File: config.mk
export PLATFORM = sky130hd
export DESIGN_NAME = seq_alu
export DESIGN_NICKNAME = d
export VERILOG_FILES = /design/src/rtl/alu_pkg.sv /design/src/rtl/seq_div.sv /design/src/rtl/seq_alu.sv
export SDC_FILE = /design/constraint.sdc
export NUM_CORES = 2
export LEC_CHECK = 0
export CORE_UTILIZATION = 45
export CTS_CLUSTER_SIZE = 8
export DETAILED_ROUTE_END_ITERATION = 16
export MAX_ROUTING_LAYER = met4
export PLACE_DENSITY_LB_ADDON = 0.3
export SLEW_MARGIN = 20
export SYNTH_ARGS = -nofsm -noshare
export SYNTH_HDL_FRONTEND = slang
export SYNTH_SLANG_ARGS = --single-unit
File: constraint.sdc
create_clock -name clk -period 14 [get_ports clk]
set_input_delay 2.1 -clock clk [delete_from_list [all_inputs] [get_ports clk]]
set_output_delay 2.1 -clock clk [all_outputs]
set_load 0.02 [all_outputs]
File: src/rtl/alu_pkg.sv
// ---------------------------------------------------------------------------
// alu_pkg
// Shared encodings for the sequential ALU and the decode stage that drives it.
//   alu_op_e   : single-cycle ALU operation select (ALUop)
//   md_op_e    : multi-cycle multiply/divide/move operation select (md_op)
//   md_state_e : multiply/divide sequencer state
//   md_is_signed() : true for the signed multiply/divide encodings
// ---------------------------------------------------------------------------
package alu_pkg;

    typedef enum logic [3:0] {
        ALU_ADD   = 4'd0,
        ALU_SUB   = 4'd1,
        ALU_OR    = 4'd2,
        ALU_AND   = 4'd3,
        ALU_XOR   = 4'd4,
        ALU_PASSB = 4'd5,
        ALU_NOR   = 4'd6,
        ALU_SLTU  = 4'd7,
        ALU_SLT   = 4'd8,
        ALU_SLL   = 4'd9,
        ALU_SRL   = 4'd10,
        ALU_SRA   = 4'd11
    } alu_op_e;

    // Encodings 6 and 7 are reserved and ignored by the sequencer.
    typedef enum logic [2:0] {
        MD_MULT  = 3'd0,
        MD_MULTU = 3'd1,
        MD_DIV   = 3'd2,
        MD_DIVU  = 3'd3,
        MD_MTHI  = 3'd4,
        MD_MTLO  = 3'd5
    } md_op_e;

    typedef enum logic [1:0] {
        ST_IDLE = 2'd0,
        ST_MUL  = 2'd1,
        ST_DIV  = 2'd2
    } md_state_e;

    function automatic logic md_is_signed(input logic [2:0] op);
        return (op == MD_MULT) || (op == MD_DIV);
    endfunction

endpackage

File: src/rtl/seq_div.sv
// ---------------------------------------------------------------------------
// seq_div
// Radix-2 restoring divider, one quotient bit per step.
// Operands are converted to magnitudes on start; the quotient/remainder
// outputs are the sign-corrected results of the step being performed in the
// current cycle, so the owner can capture them on the same edge as the last
// step.
//   clk, reset : clock, asynchronous active-high reset
//   start      : load a (dividend) / b (divisor) and clear the remainder
//   step       : perform one restoring step this cycle
//   is_signed  : treat a/b as two's complement (sampled on start)
//   quo, rem   : corrected quotient / remainder after the current step
// ---------------------------------------------------------------------------
module seq_div
    import alu_pkg::*;
#(
    parameter int WIDTH = 32
) (
    input  logic             clk,
    input  logic             reset,
    input  logic             start,
    input  logic             step,
    input  logic             is_signed,
    input  logic [WIDTH-1:0] a,
    input  logic [WIDTH-1:0] b,
    output logic [WIDTH-1:0] quo,
    output logic [WIDTH-1:0] rem
);

    logic [WIDTH-1:0] rem_reg;      // partial remainder
    logic [WIDTH-1:0] quo_reg;      // dividend bits shift out, quotient bits shift in
    logic [WIDTH-1:0] dvs_reg;      // divisor magnitude
    logic [WIDTH-1:0] dividend_reg; // raw dividend, returned as remainder on /0
    logic             qneg_reg;
    logic             rneg_reg;
    logic             dbz_reg;

    logic [WIDTH:0]   shifted;
    logic             fits;
    logic [WIDTH-1:0] rem_next;
    logic [WIDTH-1:0] quo_next;
    logic [WIDTH-1:0] rem_sub;

    always_comb begin
        shifted  = {rem_reg, quo_reg[WIDTH-1]};
        fits     = shifted >= {1'b0, dvs_reg};
        // When the divisor fits, the true difference is below the divisor,
        // so the low WIDTH bits of the modular subtraction are exact.
        rem_sub  = shifted[WIDTH-1:0] - dvs_reg;
        rem_next = fits ? rem_sub : shifted[WIDTH-1:0];
        quo_next = {quo_reg[WIDTH-2:0], fits};
    end

    // Divide-by-zero bypasses sign correction: quotient all ones, remainder
    // is the original dividend whatever the signedness.
    always_comb begin
        quo = '1;
        rem = dividend_reg;
        if (!dbz_reg) begin
            quo = qneg_reg ? -quo_next : quo_next;
            rem = rneg_reg ? -rem_next : rem_next;
        end
    end

    always_ff @(posedge clk or posedge reset) begin
        if (reset) begin
            rem_reg      <= '0;
            quo_reg      <= '0;
            dvs_reg      <= '0;
            dividend_reg <= '0;
            qneg_reg     <= 1'b0;
            rneg_reg     <= 1'b0;
            dbz_reg      <= 1'b0;
        end else if (start) begin
            rem_reg      <= '0;
            quo_reg      <= (is_signed && a[WIDTH-1]) ? -a : a;
            dvs_reg      <= (is_signed && b[WIDTH-1]) ? -b : b;
            dividend_reg <= a;
            qneg_reg     <= is_signed && (a[WIDTH-1] ^ b[WIDTH-1]);
            rneg_reg     <= is_signed && a[WIDTH-1];
            dbz_reg      <= (b == '0);
        end else if (step) begin
            rem_reg <= rem_next;
            quo_reg <= quo_next;
        end
    end

endmodule

File: src/rtl/seq_alu.sv
// ---------------------------------------------------------------------------
// seq_alu
// Combinational single-cycle ALU plus a sequential multiply/divide unit with
// HI/LO result registers.
//   clk, reset   : clock, asynchronous active-high reset
//   A, B         : operands
//   ALUop, C     : single-cycle op select and combinational result
//   md_start     : one-cycle request for a multi-cycle (or HI/LO move) op
//   md_op        : MULT, MULTU, DIV, DIVU, MTHI, MTLO (6-7 reserved)
//   busy         : multiply/divide in flight (through the done cycle)
//   done         : one-cycle pulse in the cycle whose closing edge writes HI/LO
//   HI, LO       : result registers
// Multiply and divide each take WIDTH cycles from the start edge to the
// HI/LO update; the last radix-2 step is captured straight into HI/LO.
// ---------------------------------------------------------------------------
module seq_alu
    import alu_pkg::*;
#(
    parameter int WIDTH = 32,
    parameter int SHW   = $clog2(WIDTH)
) (
    input  logic             clk,
    input  logic             reset,
    input  logic [WIDTH-1:0] A,
    input  logic [WIDTH-1:0] B,
    input  logic [3:0]       ALUop,
    output logic [WIDTH-1:0] C,
    input  logic             md_start,
    input  logic [2:0]       md_op,
    output logic             busy,
    output logic             done,
    output logic [WIDTH-1:0] HI,
    output logic [WIDTH-1:0] LO
);

    localparam logic [SHW-1:0] LAST   = SHW'(WIDTH - 1);
    localparam logic [SHW-1:0] PENULT = SHW'(WIDTH - 2);

    // ------------------------------------------------------------------
    // Single-cycle ALU
    // ------------------------------------------------------------------
    logic [SHW-1:0] shamt;
    assign shamt = A[SHW-1:0];

    always_comb begin
        C = '0;
        case (ALUop)
            ALU_ADD:   C = A + B;
            ALU_SUB:   C = A - B;
            ALU_OR:    C = A | B;
            ALU_AND:   C = A & B;
            ALU_XOR:   C = A ^ B;
            ALU_PASSB: C = B;
            ALU_NOR:   C = ~(A | B);
            ALU_SLTU:  C = {{(WIDTH-1){1'b0}}, (A < B)};
            ALU_SLT:   C = {{(WIDTH-1){1'b0}}, ($signed(A) < $signed(B))};
            ALU_SLL:   C = B << shamt;
            ALU_SRL:   C = B >> shamt;
            ALU_SRA:   C = $signed(B) >>> shamt;
            default:   C = '0;
        endcase
    end

    // ------------------------------------------------------------------
    // Sequencer state and multiplier datapath
    // ------------------------------------------------------------------
    md_state_e        state_reg;
    logic [SHW-1:0]   count_reg;
    logic [WIDTH-1:0] hi_reg;
    logic [WIDTH-1:0] lo_reg;
    logic             busy_reg;
    logic             done_reg;
    logic [WIDTH-1:0] mcand_reg;   // multiplicand magnitude
    logic [WIDTH-1:0] acc_hi_reg;  // upper half of the running product
    logic [WIDTH-1:0] acc_lo_reg;  // multiplier bits shift out, product bits shift in
    logic             mul_neg_reg;

    logic [WIDTH-1:0] a_mag;
    logic [WIDTH-1:0] b_mag;
    logic             op_signed;

    assign op_signed = md_is_signed(md_op);
    assign a_mag     = (op_signed && A[WIDTH-1]) ? -A : A;
    assign b_mag     = (op_signed && B[WIDTH-1]) ? -B : B;

    // Unsigned shift-add on magnitudes; the sign is applied to the whole
    // 2*WIDTH product once the last step is known.
    logic [WIDTH:0]     mul_sum;
    logic [WIDTH-1:0]   mul_hi_next;
    logic [WIDTH-1:0]   mul_lo_next;
    logic [2*WIDTH-1:0] mul_prod;
    logic [2*WIDTH-1:0] mul_result;

    always_comb begin
        mul_sum     = {1'b0, acc_hi_reg} + (acc_lo_reg[0] ? {1'b0, mcand_reg} : '0);
        mul_hi_next = mul_sum[WIDTH:1];
        mul_lo_next = {mul_sum[0], acc_lo_reg[WIDTH-1:1]};
        mul_prod    = {mul_hi_next, mul_lo_next};
        mul_result  = mul_neg_reg ? -mul_prod : mul_prod;
    end

    // ------------------------------------------------------------------
    // Divider
    // ------------------------------------------------------------------
    logic             div_start;
    logic             div_step;
    logic [WIDTH-1:0] div_quo;
    logic [WIDTH-1:0] div_rem;

    assign div_start = (state_reg == ST_IDLE) && md_start &&
                       ((md_op == MD_DIV) || (md_op == MD_DIVU));
    assign div_step  = (state_reg == ST_DIV);

    seq_div #(
        .WIDTH (WIDTH)
    ) u_div (
        .clk       (clk),
        .reset     (reset),
        .start     (div_start),
        .step      (div_step),
        .is_signed (op_signed),
        .a         (A),
        .b         (B),
        .quo       (div_quo),
        .rem       (div_rem)
    );

    // ------------------------------------------------------------------
    // Sequencer
    // ------------------------------------------------------------------
    always_ff @(posedge clk or posedge reset) begin
        if (reset) begin
            state_reg   <= ST_IDLE;
            count_reg   <= '0;
            hi_reg      <= '0;
            lo_reg      <= '0;
            busy_reg    <= 1'b0;
            done_reg    <= 1'b0;
            mcand_reg   <= '0;
            acc_hi_reg  <= '0;
            acc_lo_reg  <= '0;
            mul_neg_reg <= 1'b0;
        end else begin
            done_reg <= 1'b0;
            case (state_reg)
                ST_IDLE: begin
                    if (md_start) begin
                        case (md_op)
                            MD_MULT, MD_MULTU: begin
                                mcand_reg   <= a_mag;
                                acc_lo_reg  <= b_mag;
                                acc_hi_reg  <= '0;
                                mul_neg_reg <= op_signed && (A[WIDTH-1] ^ B[WIDTH-1]);
                                count_reg   <= '0;
                                busy_reg    <= 1'b1;
                                state_reg   <= ST_MUL;
                            end
                            MD_DIV, MD_DIVU: begin
                                count_reg <= '0;
                                busy_reg  <= 1'b1;
                                state_reg <= ST_DIV;
                            end
                            MD_MTHI: hi_reg <= A;
                            MD_MTLO: lo_reg <= A;
                            default: ;
                        endcase
                    end
                end
                ST_MUL, ST_DIV: begin
                    if (state_reg == ST_MUL) begin
                        acc_hi_reg <= mul_hi_next;
                        acc_lo_reg <= mul_lo_next;
                    end
                    count_reg <= count_reg + SHW'(1);
                    // done is registered one edge early so it is high
                    // during the cycle whose closing edge writes HI/LO.
                    if (count_reg == PENULT) begin
                        done_reg <= 1'b1;
                    end
                    if (count_reg == LAST) begin
                        if (state_reg == ST_MUL) begin
                            hi_reg <= mul_result[2*WIDTH-1:WIDTH];
                            lo_reg <= mul_result[WIDTH-1:0];
                        end else begin
                            hi_reg <= div_rem;
                            lo_reg <= div_quo;
                        end
                        count_reg <= '0;
                        busy_reg  <= 1'b0;
                        state_reg <= ST_IDLE;
                    end
                end
                default: state_reg <= ST_IDLE;
            endcase
        end
    end

    assign busy = busy_reg;
    assign done = done_reg;
    assign HI   = hi_reg;
    assign LO   = lo_reg;

endmodule

==> results.yml <==
status:
  status: "finished clean"
global_routing:
  grt_pass1_vias: 29800
  grt_first_pass_wirelength_mm: 201
  grt_max_degree: 132
  grt.overflow.total: 0
  antenna_found_initial: 5
  track_usage: 0.414
critical_path:
  rr_startpoint: "u_div.rem_reg[3]$_DFFE_PP0P_"
  cp_num_buf_inv: 6
  r2r_end: "HI[22]$_DFFE_PP0P_"
  crit_chain: "buf_2 -> buf_4 -> inv_2 -> buf_4 -> ha_1 -> o21bai_1 -> a221oi_1 -> a211oi_1 -> a2111oi_1 -> buf_4 -> o21ai_0 -> a21oi_1 -> o221ai_1 -> a221oi_1 -> o311ai_0 -> and3_1 -> o311ai_1 -> clkdlybuf4s50_1"
  slowest_stage: "clkdlybuf4s50_1"
  critical_path.top_delay_family: "compound AO/OA/AOI/OAI gates"
  required_ns: 11.90
  worstSetupPathType: "in2out"
  rrSetupSlack_ns: 7.58
  crit_path_max_fanout: 49
  crit_path_frequent_cell: "buf_4"
  worstPathArrival_ns: 8.21
  end_kind: "output pin"
  start_kind: "input port"
  r2r_cells: 20
  cpPeakStageDelay_ns: 0.69
drt:
  drt-total-wl_mm: 139
  wl_per_cell_um: 28.7
  vias: 32500
  dr.pass1.iters: 6
  dr.first_iter.drc_count: 4816
  ant_nets: 0
  vias_per_cell: 6.73
  drc: 0
min_path:
  min-delay-start: "mcand_reg[17]$_DFFE_PP0P_"
  holdPathEnd: "mcand_reg[17]$_DFFE_PP0P_"
  hp-class: "reg2reg"
  whs_path_depth: 2
floorplanning:
  dieArea_sq_mm: 0.0671
  ioPinCount: 172
  fp.dieW_um: 259
  rows: 93
  die_h_um: 259
  start_util: 0.458
  core_sq_mm: 0.0649
timing:
  fin_setup_tns_ns: 0
  skew_ns: 0.0412
  period_share: 0.737
  max_slew_margin: 0.283
  fmaxAchievable_mhz: 97.0
  setup_viol: 0
  drv_slew: 0
  tightest_slew_ns: 1.08
  final_hold_viol_count: 0
  worst_slack_ns: 3.69
  finalCriticalPeriod_ns: 10.31
  grt_setup_unrepaired: "no"
synthesis:
  synth_nets: 4212
  synth_area_sq_mm: 0.0297
  synthArstFlopShare: 1.00
  synth.largest_area_cell: "dfrtp_1"
  syn_area_per_cell_sq_um: 7.50
  synth_area_leaders: "dfrtp_1 (25%), ha_1 (7.2%), o21ai_0 (6.5%)"
  synth_top_area_share: 0.253
  yosysMostFrequentCell: "nand2_1"
  synth_edf_count: 0
  ys_types: 95
  yosys-top-cells-count: "nand2_1 (406), nor2_1 (405), o21ai_0 (384), a21oi_1 (372), dfrtp_1 (301)"
  synthesis.instances: 3963
  ys_ff_latch: 301
  synthFlopType: "dfrtp_1"
  ys_seq_area_frac: 0.253
  yosysWarningCount: 0
cts:
  clk_latency_ns: 0.59
  clkTransAtPathRegs_ns: 0.05
  cts_tree: "yes"
  h-tree-depth: 2
  cts_setup_buffers: 0
  cts_sinks: 301
  root_buffer: "clkbuf_16"
  cts-buffers-inserted: 43
  post_cts_resized: 0
  cts_hold_buf: 0
  clockBufferDepth: 3
run:
  cap_violations: 0
power:
  ir_worst_vdd_v: 0.000149
  leakage_uw: 0.0138
  p_per_area_mw_per_mm2: 237
placement:
  io_buffers: 171
  dp_hpwl_mm: 105
  routabilityCongestion: 1.08
  place_ws_ns: 3.84
final_layout:
  synthToLayoutAreaGrowth_pct: 11.7
  nets: 4218
  fillers: 6374
  drive_gt1_frac: 0.0513
==> final cells by class <==
cell class                 instances  area [sq um]  share of cell area
multi-input combinational       3222         20600               0.621
sequential                       301          7530               0.227
timing repair buffer             239          2230              0.0671
clock buffer                      48          1090              0.0329
tap                              855          1070              0.0322
inverter                         162           616              0.0185
clock inverter                     2          32.5            0.000979
antenna                            2          5.00            0.000151
==> layer usage <==
metal | track usage | share of wire
met5 | - | 0
met4 | 0.239 | 0.069
met3 | 0.0756 | 0.11
met2 | 0.609 | 0.43
met1 | 0.531 | 0.39
==> worst max-delay path by stage <==
| stage | startpoint | endpoint | slack (ns) | cells after the start |
|---|---|---|---|---|
| final | A[0] | C[31] | 3.69 | 18 |
| after global routing | A[0] | C[31] | 3.50 | 18 |
| after CTS | A[0] | C[31] | 3.82 | 18 |
| after detailed placement | A[0] | C[31] | 3.84 | 18 |
| after global placement | A[0] | C[31] | 3.88 | 18 |
| after floorplan | reset | HI[0]$_DFFE_PP0P_ | 3.58 | 1 |
==> cells by family (layout without fill, tap and decap cells) <==
group	count (synthesis)	count (layout)	synth area share
AOI/OAI and AO/OA	1407	1407	0.299
xor gates and xnor gates	238	238	0.0701
adders and majority gates	175	175	0.0746
buffers and inverters	440	451	0.0562
DFF	301	301	0.253
muxes	136	136	0.0499
other	0	2	0
and+or+nand+nor	1266	1266	0.197
==> worst min-delay path: stages, from the launching register on <==
cell and delay, ns:
dfrtp_1 0.33, nand2_1 0.04, o21ai_0 0.06
==> cell usage in the layout, fill, tap and decap left out, types with 54 or more instances in the layout <==
cell and instances:
nand2_1 406, nor2_1 403, o21ai_0 383, a21oi_1 370, dfrtp_1 299, ha_1 168, clkdlybuf4s50_1 165, inv_1 153
xnor2_1 149, mux2i_1 122, xor2_1 89, a211oi_1 87, nand3_1 68, buf_4 65, o31ai_1 61, nor3_1 57
o211ai_1 54
==> where the power goes <==
group          switching [uW]  internal (uW)
registers                 440           1280
logic                    3390           1830
clock network             404            545
total                    4240           3650
==> metrics by stage <==
step,power (uW),hold slack [ns],cell area [sq um],util,std cells
final,7890,0.469,33200,0.512,4831
after global routing,8320,0.499,33200,0.512,4831
after CTS,7720,0.474,33200,0.511,4828
after detailed placement,6750,0.463,32100,0.494,4778
after global placement,6710,0.452,32100,0.494,4778
after floorplan,5030,0.442,29700,-,3963
(Power assumes the default switching activity.)
